`src/rtl/sbuf_queue_pointers.sv`:
```
// sbuf_queue_pointers: per-queue one-hot head/tail pointers, non-empty flag
// and last-entry flag for the multi-queue shared buffer. The parent owns the
// data memory, the free-slot allocator and the next-pointer linked list.
// Optional build macro: SBUF_PNT_ASSERT_EN compiles in simulation-only
// protocol and pointer-shape assertions.

// and_or_mux: one-hot AND-OR selector. The output is 0 when nothing is selected.
module and_or_mux #(
  parameter int N  = 2,
  parameter int DW = 4
) (
  input  logic [N-1:0]    sel_i,
  input  logic [N*DW-1:0] data_i,
  output logic [DW-1:0]   data_o
);

  // OR together every input whose select bit is set
  always_comb begin
    data_o = '0;
    for (int i = 0; i < N; i++) begin
      data_o = data_o | (data_i[i*DW +: DW] & {DW{sel_i[i]}});
    end
  end

endmodule

module sbuf_queue_pointers #(
  parameter int D = 4,
  parameter int Q = 4
) (
  input  logic         clk,
  input  logic         rst,
  input  logic         push_i,
  input  logic [Q-1:0] push_sel_i,
  input  logic [D-1:0] slot_push_i,
  input  logic         pop_i,
  input  logic [Q-1:0] pop_sel_i,
  input  logic [Q*D-1:0] pnt_linked_to_head_i,
  output logic [Q-1:0] valid_o,
  output logic [Q*D-1:0] q_head_pnt_o,
  output logic [Q*D-1:0] q_tail_pnt_o,
  output logic [Q-1:0] last_entry_o
);

  for (genvar q = 0; q < Q; q++) begin : g_queue
    logic         push_q;
    logic         pop_q;
    logic         last_q;
    logic         valid_r;
    logic [D-1:0] head_r;
    logic [D-1:0] tail_r;
    logic [D-1:0] link_q;
    logic [1:0]   head_sel;
    logic [D-1:0] head_next;
    logic         head_en;
    logic [D-1:0] tail_next;
    logic         tail_en;
    logic         valid_next;

    assign push_q = push_i & push_sel_i[q];
    assign pop_q  = pop_i & pop_sel_i[q];
    assign link_q = pnt_linked_to_head_i[q*D +: D];
    assign last_q = valid_r & (head_r == tail_r);

    // The new slot becomes head when the queue is empty, or when its only
    // entry leaves in the same cycle. The linked successor becomes head on any
    // pop that leaves entries behind. Popping the last entry with no push
    // selects nothing, so the head clears to 0.
    assign head_sel[0] = push_q & (~valid_r | (pop_q & last_q));
    assign head_sel[1] = pop_q & ~last_q;
    assign head_en     = pop_q | (push_q & ~valid_r);

    and_or_mux #(.N(2), .DW(D)) u_head_mux (
      .sel_i  (head_sel),
      .data_i ({link_q, slot_push_i}),
      .data_o (head_next)
    );

    // A push always moves the tail; popping the last entry alone clears it
    and_or_mux #(.N(1), .DW(D)) u_tail_mux (
      .sel_i  (push_q),
      .data_i (slot_push_i),
      .data_o (tail_next)
    );
    assign tail_en = push_q | (pop_q & last_q);

    assign valid_next = push_q | (valid_r & ~(pop_q & last_q));

    // Per-queue pointer and valid registers
    always_ff @(posedge clk or posedge rst) begin
      if (rst) begin
        valid_r <= 1'b0;
        head_r  <= '0;
        tail_r  <= '0;
      end else begin
        valid_r <= valid_next;
        if (head_en) head_r <= head_next;
        if (tail_en) tail_r <= tail_next;
      end
    end

    assign valid_o[q]            = valid_r;
    assign last_entry_o[q]       = last_q;
    assign q_head_pnt_o[q*D +: D] = head_r;
    assign q_tail_pnt_o[q*D +: D] = tail_r;

`ifdef SBUF_PNT_ASSERT_EN
    a_pop_link: assert property (@(posedge clk) disable iff (rst)
      (pop_q && valid_r && !last_q) |-> (link_q != '0))
      else $error("sbuf_queue_pointers: q%0d pop with zero linked pointer", q);

    a_pnt_shape: assert property (@(posedge clk) disable iff (rst)
      $onehot0(head_r) && $onehot0(tail_r))
      else $error("sbuf_queue_pointers: q%0d pointer not one-hot", q);
`endif
  end

`ifdef SBUF_PNT_ASSERT_EN
  a_push_onehot: assert property (@(posedge clk) disable iff (rst)
    push_i |-> ($onehot(push_sel_i) && $onehot(slot_push_i)))
    else $error("sbuf_queue_pointers: push select or slot not one-hot");

  a_pop_legal: assert property (@(posedge clk) disable iff (rst)
    pop_i |-> ($onehot(pop_sel_i) && ((pop_sel_i & valid_o) != '0)))
    else $error("sbuf_queue_pointers: pop not one-hot or queue empty");
`else
  // No checking logic in this build.
`endif

endmodule

```
`config.mk`:
```
export PLATFORM = sky130hd
export DESIGN_NAME = sbuf_queue_pointers
export DESIGN_NICKNAME = d
export VERILOG_FILES = /design/src/rtl/sbuf_queue_pointers.sv
export SDC_FILE = /design/constraint.sdc
export NUM_CORES = 1
export LEC_CHECK = 0
export ABC_AREA = 1
export CAP_MARGIN = 20
export CORE_MARGIN = 10
export CORE_UTILIZATION = 25
export DETAILED_ROUTE_END_ITERATION = 10
export HOLD_SLACK_MARGIN = 0.02
export PLACE_DENSITY = 0.54
export RECOVER_POWER = 25
export SYNTH_ARGS = -nofsm -noshare
export SYNTH_HDL_FRONTEND = slang
export SYNTH_SLANG_ARGS = --single-unit
```
`constraint.sdc`:
```
create_clock -name clk -period 1.2 [get_ports clk]
set_input_delay 0.12 -clock clk [delete_from_list [all_inputs] [get_ports clk]]
set_output_delay 0.12 -clock clk [all_outputs]
set_load 0.005 [all_outputs]
```
==> impl_metrics.yaml, run 1 <==
flow_run:
  max_cap_viol_count: 0
sta:
  skew_ps: 3.84
  fmax_mhz: 730
  maxSlewViolCount: 0
  fin_ws_ps: -169
  finalCriticalPeriod_ps: 1370
  finalHoldViolCount: 0
  timing.slew.headroom: 0.425
  rsz0062_at_grt: "yes"
  post-route-period-util: 1.14
  tightest_slew_ps: 862
  tns_ps: -3620
  setup_viol: 41
drt:
  wl_per_cell_um: 12.7
  wl_um: 7320
  num_vias: 2411
  drt_iter0_markers: 56
  postRouteAntennaNets: 0
  drc: 0
  drt_pre_antenna_iters: 4
  viasPerCell: 4.19
global_routing:
  gr-total-overflow: 0
  grt_max_degree: 37
  use_met1: 0.127
  grt_pass1_wl_um: 11900
  antenna_found_initial: 0
  grt_pass1_vias: 2516
  grt_util_all_layers: 0.114
  met2_usage: 0.202
  busiest_layer: "met2"
  gr-usage-met3: 0.0367
power:
  p_int_w: 0.00367
  irDropWorstVdd_mv: 0.649
  pwr-share-clk: 0.140
  switching_power_w: 0.00196
  power_density_nw_per_um2: 1480
  p_total_w: 0.00564
  leakage_nw: 2.09
  seqPwrFrac: 0.304
  swShare: 0.348
  pwr-share-comb: 0.556
placement:
  place_congestion: 0.770
  place_hpwl_um: 5610
  io_buffers: 71
  dpl_cell_area_sq_um: 3490
  place_ws_ps: -318
final_layout:
  syn2layout_area_growth_pct: 78.4
  nets: 504
  design_area_sq_um: 3810
  antenna_cells: 0
  seq_area_sq_um: 901
  drive_above_1_share: 0.309
  n_fill_cell: 850
  multiInputGateArea_sq_um: 1020
clock_network:
  clock_tree.root_cell: "clkbuf_8"
  clk_latency_ps: 280
  cts_buffers: 5
  clock_sinks: 36
  ctsHoldBuffers: 0
  cts_buffer_depth: 2
  clkTransAtPathRegs_ps: 70
  cts_max_level: 2
  cts_tree: "built"
floorplan:
  die_x_um: 112
  dieHeight_um: 112
  die_area_sq_um: 12600
  pin_count: 72
  rows: 33
  initial_core_util: 0.259
  coreArea_sq_um: 8260
synthesis:
  yosys-top-cells-area: "dfrtp_1 (42%), nand2_1 (19%), nand3_1 (12%)"
  synth_common_cells: "nand2_1 (108), inv_1 (65), nand3_1 (52), dfrtp_1 (36), nor2_1 (16)"
  ys.flop_type: "dfrtp_1"
  yosysWarningCount: 0
  synth_top_area_cell: "dfrtp_1"
  synth_area_sq_um: 2140
  syn_area_per_cell_sq_um: 6.89
  ys_types: 12
  synth_top_cell_area_share: 0.422
  synth_nets: 342
  yosysSeqAreaShare: 0.422
  synth_cells: 310
  synthArstFlopShare: 1.00
  synth_edf_count: 0
  synth_seq_cells: 36
  synth.most_common_cell: "nand2_1"
critical_path:
  crit_family: "flip-flops"
  crit_buf_inv: 3
  path_max_fanout: 4
  required_ps: 1080
  worstSetupStartpoint: "g_queue[2].tail_r[0]$_DFFE_PP0P_"
  critical_path_class: "flop to primary output"
  r2r_start: "g_queue[0].head_r[3]$_DFFE_PP0P_"
  slowest_delay_ps: 410
  endpoint_kind: "primary output"
  crit_chain: "inv_1, nand2_1, nand2_1, nor2_2, nand3_2, inv_1, buf_2"
  cp_slowest_cell: "dfrtp_1"
  critPathArrivalTime_ps: 1250
  startpoint_type: "flop"
status:
  failed_checks: "negative setup slack"
  status: "finished with violations"
min_path:
  hold_class: "input port to asynchronous set/reset pin"
[sequential cells by signal, summed over array words and instances (netlist names)]
name	cells
g_queue.head_r	16
g_queue.tail_r	16
g_queue.valid_r	4
[placed cells by master, fill, tap and decap left out, drive strengths merged]
cell,Yosys,final
nand4,4,4
dlygate4sd2,0,1
clkdlybuf4s15,0,25
clkdlybuf4s50,0,31
inv,65,65
clkbuf,0,7
o21bai,4,4
a31oi,4,4
nor2,24,24
nand3,52,52
buf,9,105
nand2,112,112
dfrtp,36,36
[worst reg2reg max path, stage by stage (launching register included)]
cell and delay (ps):
dfrtp_1 380, inv_1 50, nand2_1 60, nand2_1 60, nor2_2 140, buf_4 140, nand4_1 200, nand3_1 150
nand2_1 60
[power groups by stage]
stage               Clock [W]  Combinational (W)  Sequential (W)
floorplan                   0            0.00109         0.00177
global placement            0            0.00277         0.00173
detailed placement          0            0.00279         0.00174
CTS                  0.000826            0.00293         0.00170
global route         0.000861            0.00347         0.00175
finish               0.000791            0.00313         0.00171
[stage by stage]
stage	cells	util	hold slack, ps
2_1_floorplan	310	-	281
4_1_cts	574	0.448	202
3_3_place_gp	551	0.423	504
3_5_place_dp	551	0.423	513
6_report	575	0.461	408
5_1_grt	575	0.461	423
[cell type report]
type / count / area share
sequential: 36 / 0.236
tap: 105 / 0.0345
multi-input combinational: 200 / 0.267
timing repair buffer: 164 / 0.380
inverter: 65 / 0.0640
clock buffer: 5 / 0.0181
[layer usage]
metal / routed length [um] / vias up / share of wire
met4: 109 / 0 / 0.015
met2: 3710 / 57 / 0.51
met1: 3010 / 1085 / 0.41
li1: - / 1259 / -
met3: 490 / 10 / 0.067
met5: 0 / - / 0
[logic make-up after synthesis]
| kind of cell | Yosys count | share of synthesized area |
|---|---|---|
| flops | 36 | 0.422 |
| simple gates | 192 | 0.387 |
| compound gates | 8 | 0.0469 |
| buf+inv | 74 | 0.145 |
[repair_timing]
action,4_1_cts,5_1_grt
pin swaps,24,25
setup buffers,21,7
endpoints found under the hold margin,0,0
gates resized for setup,112,37
endpoints found under the setup margin,75,53
[worst paths after layout]
path / cells past startpoint / endpoint / slack (ps)
worst min register to register: 2 / g_queue[1].tail_r[1]$_DFFE_PP0P_ / 560
worst min-delay path: 3 / g_queue[1].tail_r[1]$_DFFE_PP0P_ / 410
worst max-delay path: 7 / last_entry_o[2] / -170
max in group asynchronous: 3 / g_queue[3].head_r[3]$_DFFE_PP0P_ / 260
min in group clk: 3 / g_queue[0].head_r[1]$_DFFE_PP0P_ / 410
worst max register to register: 8 / g_queue[0].tail_r[3]$_DFFE_PP0P_ / -150
Note: power is estimated with default switching activity, not from simulation.
==> run 2: changes to the inputs <==
--- a/config.mk
+++ b/config.mk
@@ -10,6 +10,7 @@
 export CORE_MARGIN = 10
 export CORE_UTILIZATION = 25
 export DETAILED_ROUTE_END_ITERATION = 10
+export GPL_ROUTABILITY_DRIVEN = 1
 export HOLD_SLACK_MARGIN = 0.02
 export PLACE_DENSITY = 0.54
 export RECOVER_POWER = 25
==> results of run 2 <==
No change in the layout: final DEF, timing and power equal those of run 1.
==> patch 1, RTL diff (config.mk and constraints of run 1) <==
Set the parameter `D` to 6 (it was 4).
--- a/src/rtl/sbuf_queue_pointers.sv
+++ b/src/rtl/sbuf_queue_pointers.sv
@@ -26,5 +26,5 @@
 
 module sbuf_queue_pointers #(
-  parameter int D = 4,
+  parameter int D = 6,
   parameter int Q = 4
 ) (
Interface: changed (resized pnt_linked_to_head_i, q_head_pnt_o, q_tail_pnt_o and slot_push_i); port bits go from 72 to 98. The function was not compared with the original's and may differ.
==> patch 1 against run 1 <==
- the run still ends with setup timing left
- clock power up 86%
- core utilization up 4.0 points
- sequential cell count up 16
- via count up 39%
- final area up 50%
- setup slack worse by 0.054 ns
- die area up 29%
- routed wire length up 55%
- area after synthesis up 36%
- global-route usage up 2.1 points
- maximum frequency down 3.8%
- worst hold slack better by 0.013 ns
- synthesized cell count up 25%
- total power up 22%
==> patch 1: results (changes against run 1) <==
[place]
post-place-ws_ns=-0.435  ; -0.118 ns
place_area_sq_um=4820  ; +38%
place_hpwl_microns=8200  ; +46%

[synthesis]
syn-num-nets=430  ; +26%
synth_compound_area_share_pct=8.86  ; +4.2 points
synth_xor_area_share_pct=1.21  ; +1.2 points

[timing]
setup_viol_count_final=57  ; +39%
finalSetupTns_ns=-8.89  ; -5.28 ns
fin_worst_skew_ns=0.00307  ; -0.000772 ns
fin_ws_ns=-0.223  ; -0.0536 ns

[cells_and_area]
multi_input_cells=266  ; +33%
multi_input_area_sq_um=1820  ; +79%
clockBufferCount=8  ; +3
reg.largest.list=g_queue.head_r (24), g_queue.tail_r (24), g_queue.valid_r (4)
buffers_excl_clock=228  ; +39%
stdcell_count=755  ; +31%
inverters=58  ; -11%
fillers=1104  ; +30%
nets=653  ; +30%
seq_cells=52  ; +44%
drive_gt1_share_pct=48.7  ; +18 points
nonClkBufAreaFrac_pct=35.7  ; -2.3 points
seq_share_pct=22.8  ; -0.81 points
clkCellAreaFrac_pct=2.57  ; +0.76 points

[pwr]
p_int_mw=4.65  ; +27%
ir_drop_mv=0.562  ; -13%
p_leak_nw=3.05  ; +46%
seqPwrFrac_pct=32.8  ; +2.4 points

[worst_setup_path]
crit_arrival_ns=1.30  ; +0.05 ns
path_max_fanout=3  ; -1

[global_routing]
grt_use_met3_pct=3.31  ; -0.37 points
met1_usage_pct=16.5  ; +3.8 points
grt_pass1_vias=3629  ; +44%
grt_max_degree=53  ; +43%
grt_pass1_wl_microns=17800  ; +50%

[run_status]
status=finished with violations
violations=setup timing

[route]
dr_wl_met3_microns=620  ; +27%
via_per_inst=4.45  ; +6.1%
drt-met1-wl_microns=4910  ; +63%

[floorplan]
num_rows=39  ; +18%

-- patch 1: critical path, stage by stage, from the launching register on --
cell     delay (ns)
dfrtp_1        0.39
inv_1          0.06
nand2_1        0.05
nand2_1        0.05
inv_1          0.06
nand2_2        0.06
nor2_4         0.13
nand2_2        0.08
inv_2          0.06
buf_6          0.08
-- patch 1: path summary, 6_finish.rpt --
path / from / end / slack (ns) / depth (start not counted)
max in group asynchronous: rst / g_queue[1].head_r[2] / 0.08 / 3
min in group asynchronous: rst / g_queue[2].tail_r[0] / 0.59 / 3
min reg2reg: g_queue[3].tail_r[3] / g_queue[3].tail_r[3] / 0.57 / 2
max: g_queue[0].head_r[1] / last_entry_o[0] / -0.22 / 9
min: pnt_linked_to_head_i[20] / g_queue[3].head_r[2] / 0.42 / 3
max reg2reg: g_queue[0].head_r[1] / g_queue[0].head_r[3] / -0.21 / 11
-- patch 1: what timing repair did --
action,in CTS,in global routing
setup buffers,29,16
gates resized for setup,205,149
pin swaps,26,31
endpoints found under the setup margin,108,89
hold buffers,0,0
==> patch 2, RTL diff (flow settings as in run 1) <==
Made on the original files. Add an input register stage for `pnt_linked_to_head_i`, without a reset; this delays it by one clock. The other inputs are not delayed to match.
--- a/src/rtl/sbuf_queue_pointers.sv
+++ b/src/rtl/sbuf_queue_pointers.sv
@@ -43,4 +43,10 @@
 );
 
+  logic [Q*D-1:0] pnt_linked_to_head_q;
+
+  always_ff @(posedge clk) begin
+    pnt_linked_to_head_q <= pnt_linked_to_head_i;
+  end
+
   for (genvar q = 0; q < Q; q++) begin : g_queue
     logic         push_q;
@@ -60,5 +66,5 @@
     assign push_q = push_i & push_sel_i[q];
     assign pop_q  = pop_i & pop_sel_i[q];
-    assign link_q = pnt_linked_to_head_i[q*D +: D];
+    assign link_q = pnt_linked_to_head_q[q*D +: D];
     assign last_q = valid_r & (head_r == tail_r);
 
Formal check against the unedited RTL: not equivalent (Yosys sat finds a counterexample within 4 cycles, from zero or initial values and one cycle with rst high).
==> patch 2 against run 1 <==
- first-iteration DRC count fell by 18%
- area after synthesis up 15%
- setup slack worse by 0.065 ns
- combinational power up 1%
- maximum frequency fell by 4.5%
- the run still ends with setup timing left
- sequential cell count is 16 higher
- routed wire length rose by 5.4%
- final area up 7.2%
- total power increased by 15%
==> patch 2: results (changes against run 1) <==
[worst_setup_path]
crit_arrival_ns=1.31  ; +0.06 ns
max_stage_delay_ns=0.40
path_max_fanout=2  ; -2
cpLargestDelayFamily=flip-flops

[pwr]
ir_drop_mv=0.676  ; +4.2%
power_mw=6.46  ; +15%
combPwrFrac_pct=49.0  ; -6.6 points
p_leak_nw=2.19  ; +4.6%
pg_seq_mw=2.29  ; +34%
swShare_pct=34.5  ; -0.36 points

[run_status]
violations=setup timing
status=finished with violations

[clock_tree]
path_clk_slew_ns=0.10  ; +0.03 ns
clk-insertion-delay-late_ns=0.30  ; +0.02 ns
cts_made_buffers=5  ; unchanged
h-tree-depth=2  ; unchanged
clockRootBuffer=clkbuf_8
clk_path_buf_depth=2  ; unchanged

[cells_and_area]
reg.largest.list=g_queue.head_r (16), g_queue.tail_r (16), pnt_linked_to_head_q (16)
fillers=981  ; +15%
nets=514  ; +2.0%
drive_gt1_share_pct=35.6  ; +4.8 points

[synthesis]
syn-num-nets=358  ; +4.7%
synthTopCellsByCount=nand2_1, inv_1, nand3_1, dfrtp_1
synth.distinct_cells=13  ; +1
synth_area_leaders=dfrtp_1, nand2_1, dfxtp_1
yosys_warnings=0  ; unchanged
async_flop_share_pct=69.2  ; -31 points
yosysSeqAreaShare_pct=49.7  ; +7.5 points

[route]
via_per_inst=4.07  ; -2.9%
wire_per_inst_microns=12.5  ; -1.6%
first_pass_iters=6  ; +2
drt_iter0_markers=46  ; -18%
ant_nets=0  ; unchanged

[place]
place_hpwl_microns=5930  ; +5.8%
gp_congestion=0.824  ; +7.0%

[timing]
fin_ws_ns=-0.235  ; -0.0651 ns
worstMarginPinSlew_ns=0.887  ; +0.0246 ns
fin_worst_skew_ns=0.0110  ; +0.00718 ns
setup_viol_count_final=42  ; +2.4%

[global_routing]
antenna_found_initial=0  ; unchanged
grt_use_met3_pct=2.46  ; -1.2 points
globalRouteTotalUtil_pct=10.7  ; -0.62 points
grt_use_met2_pct=19.4  ; -0.84 points
met1_usage_pct=12.5  ; -0.19 points
grt_pass1_wl_microns=12500  ; +5.4%
grt_pass1_vias=2643  ; +5.0%

[worst_hold_path]
hp-class=in -> reg

==> patch 2: cell type report <==
class                   instances  area share [%]
flip-flops and latches         52            29.9
clock buffers                   6            1.78
multi-input cells             200            25.7
clock inverters                 2           0.398
well taps                     133            4.07
inverters                      65            5.97
repair buffers                158            32.2
==> patch 2: layer usage <==
metal	share of wire, %	wire length (microns)	up-vias
met5	0	0	-
met4	1.0	80	0
met3	4.2	328	4
met2	52	3980	47
met1	43	3330	1159
li1	-	-	1298
==> patch 2: path summary, 6_finish.rpt <==
check | startpoint | end | slack [ns] | depth (start not counted)
min | pnt_linked_to_head_i[4] | pnt_linked_to_head_q[4] | 0.35 | 1
min in group asynchronous | rst | g_queue[1].head_r[2] | 0.39 | 3
max reg2reg | g_queue[1].tail_r[0] | g_queue[1].tail_r[2] | -0.21 | 9
min reg2reg | pnt_linked_to_head_q[9] | g_queue[2].head_r[1] | 0.48 | 2
max | g_queue[1].tail_r[0] | last_entry_o[1] | -0.23 | 8
max in group asynchronous | rst | g_queue[2].head_r[3] | 0.26 | 3
==> patch 2: stage by stage <==
step,worst slack (ns),TNS [ns],area (sq um),std cells,hold WS (ns)
after floorplan,0.0988,0,2460,326,0.148
after global placement,-0.301,-8.94,3820,593,0.467
after detailed placement,-0.346,-8.81,3820,593,0.471
after CTS,-0.293,-4.57,4010,613,0.166
after global routing,-0.349,-9.99,4080,616,0.335
final,-0.235,-4.91,4080,616,0.352
==> patch 2: repair_timing <==
item	4_1_cts	5_1_grt
setup buffers	21	11
endpoints found under the setup margin	76	63
hold buffers	0	0
gates resized for setup	136	64
pin swaps	26	20
==> patch 2: logic make-up after synthesis <==
group	after synthesis	synth area share, %
flip-flops	52	49.7
buffers and inverters	74	12.6
AND/OR/NAND/NOR	192	33.6
AO/OA/AOI/OAI	8	4.08
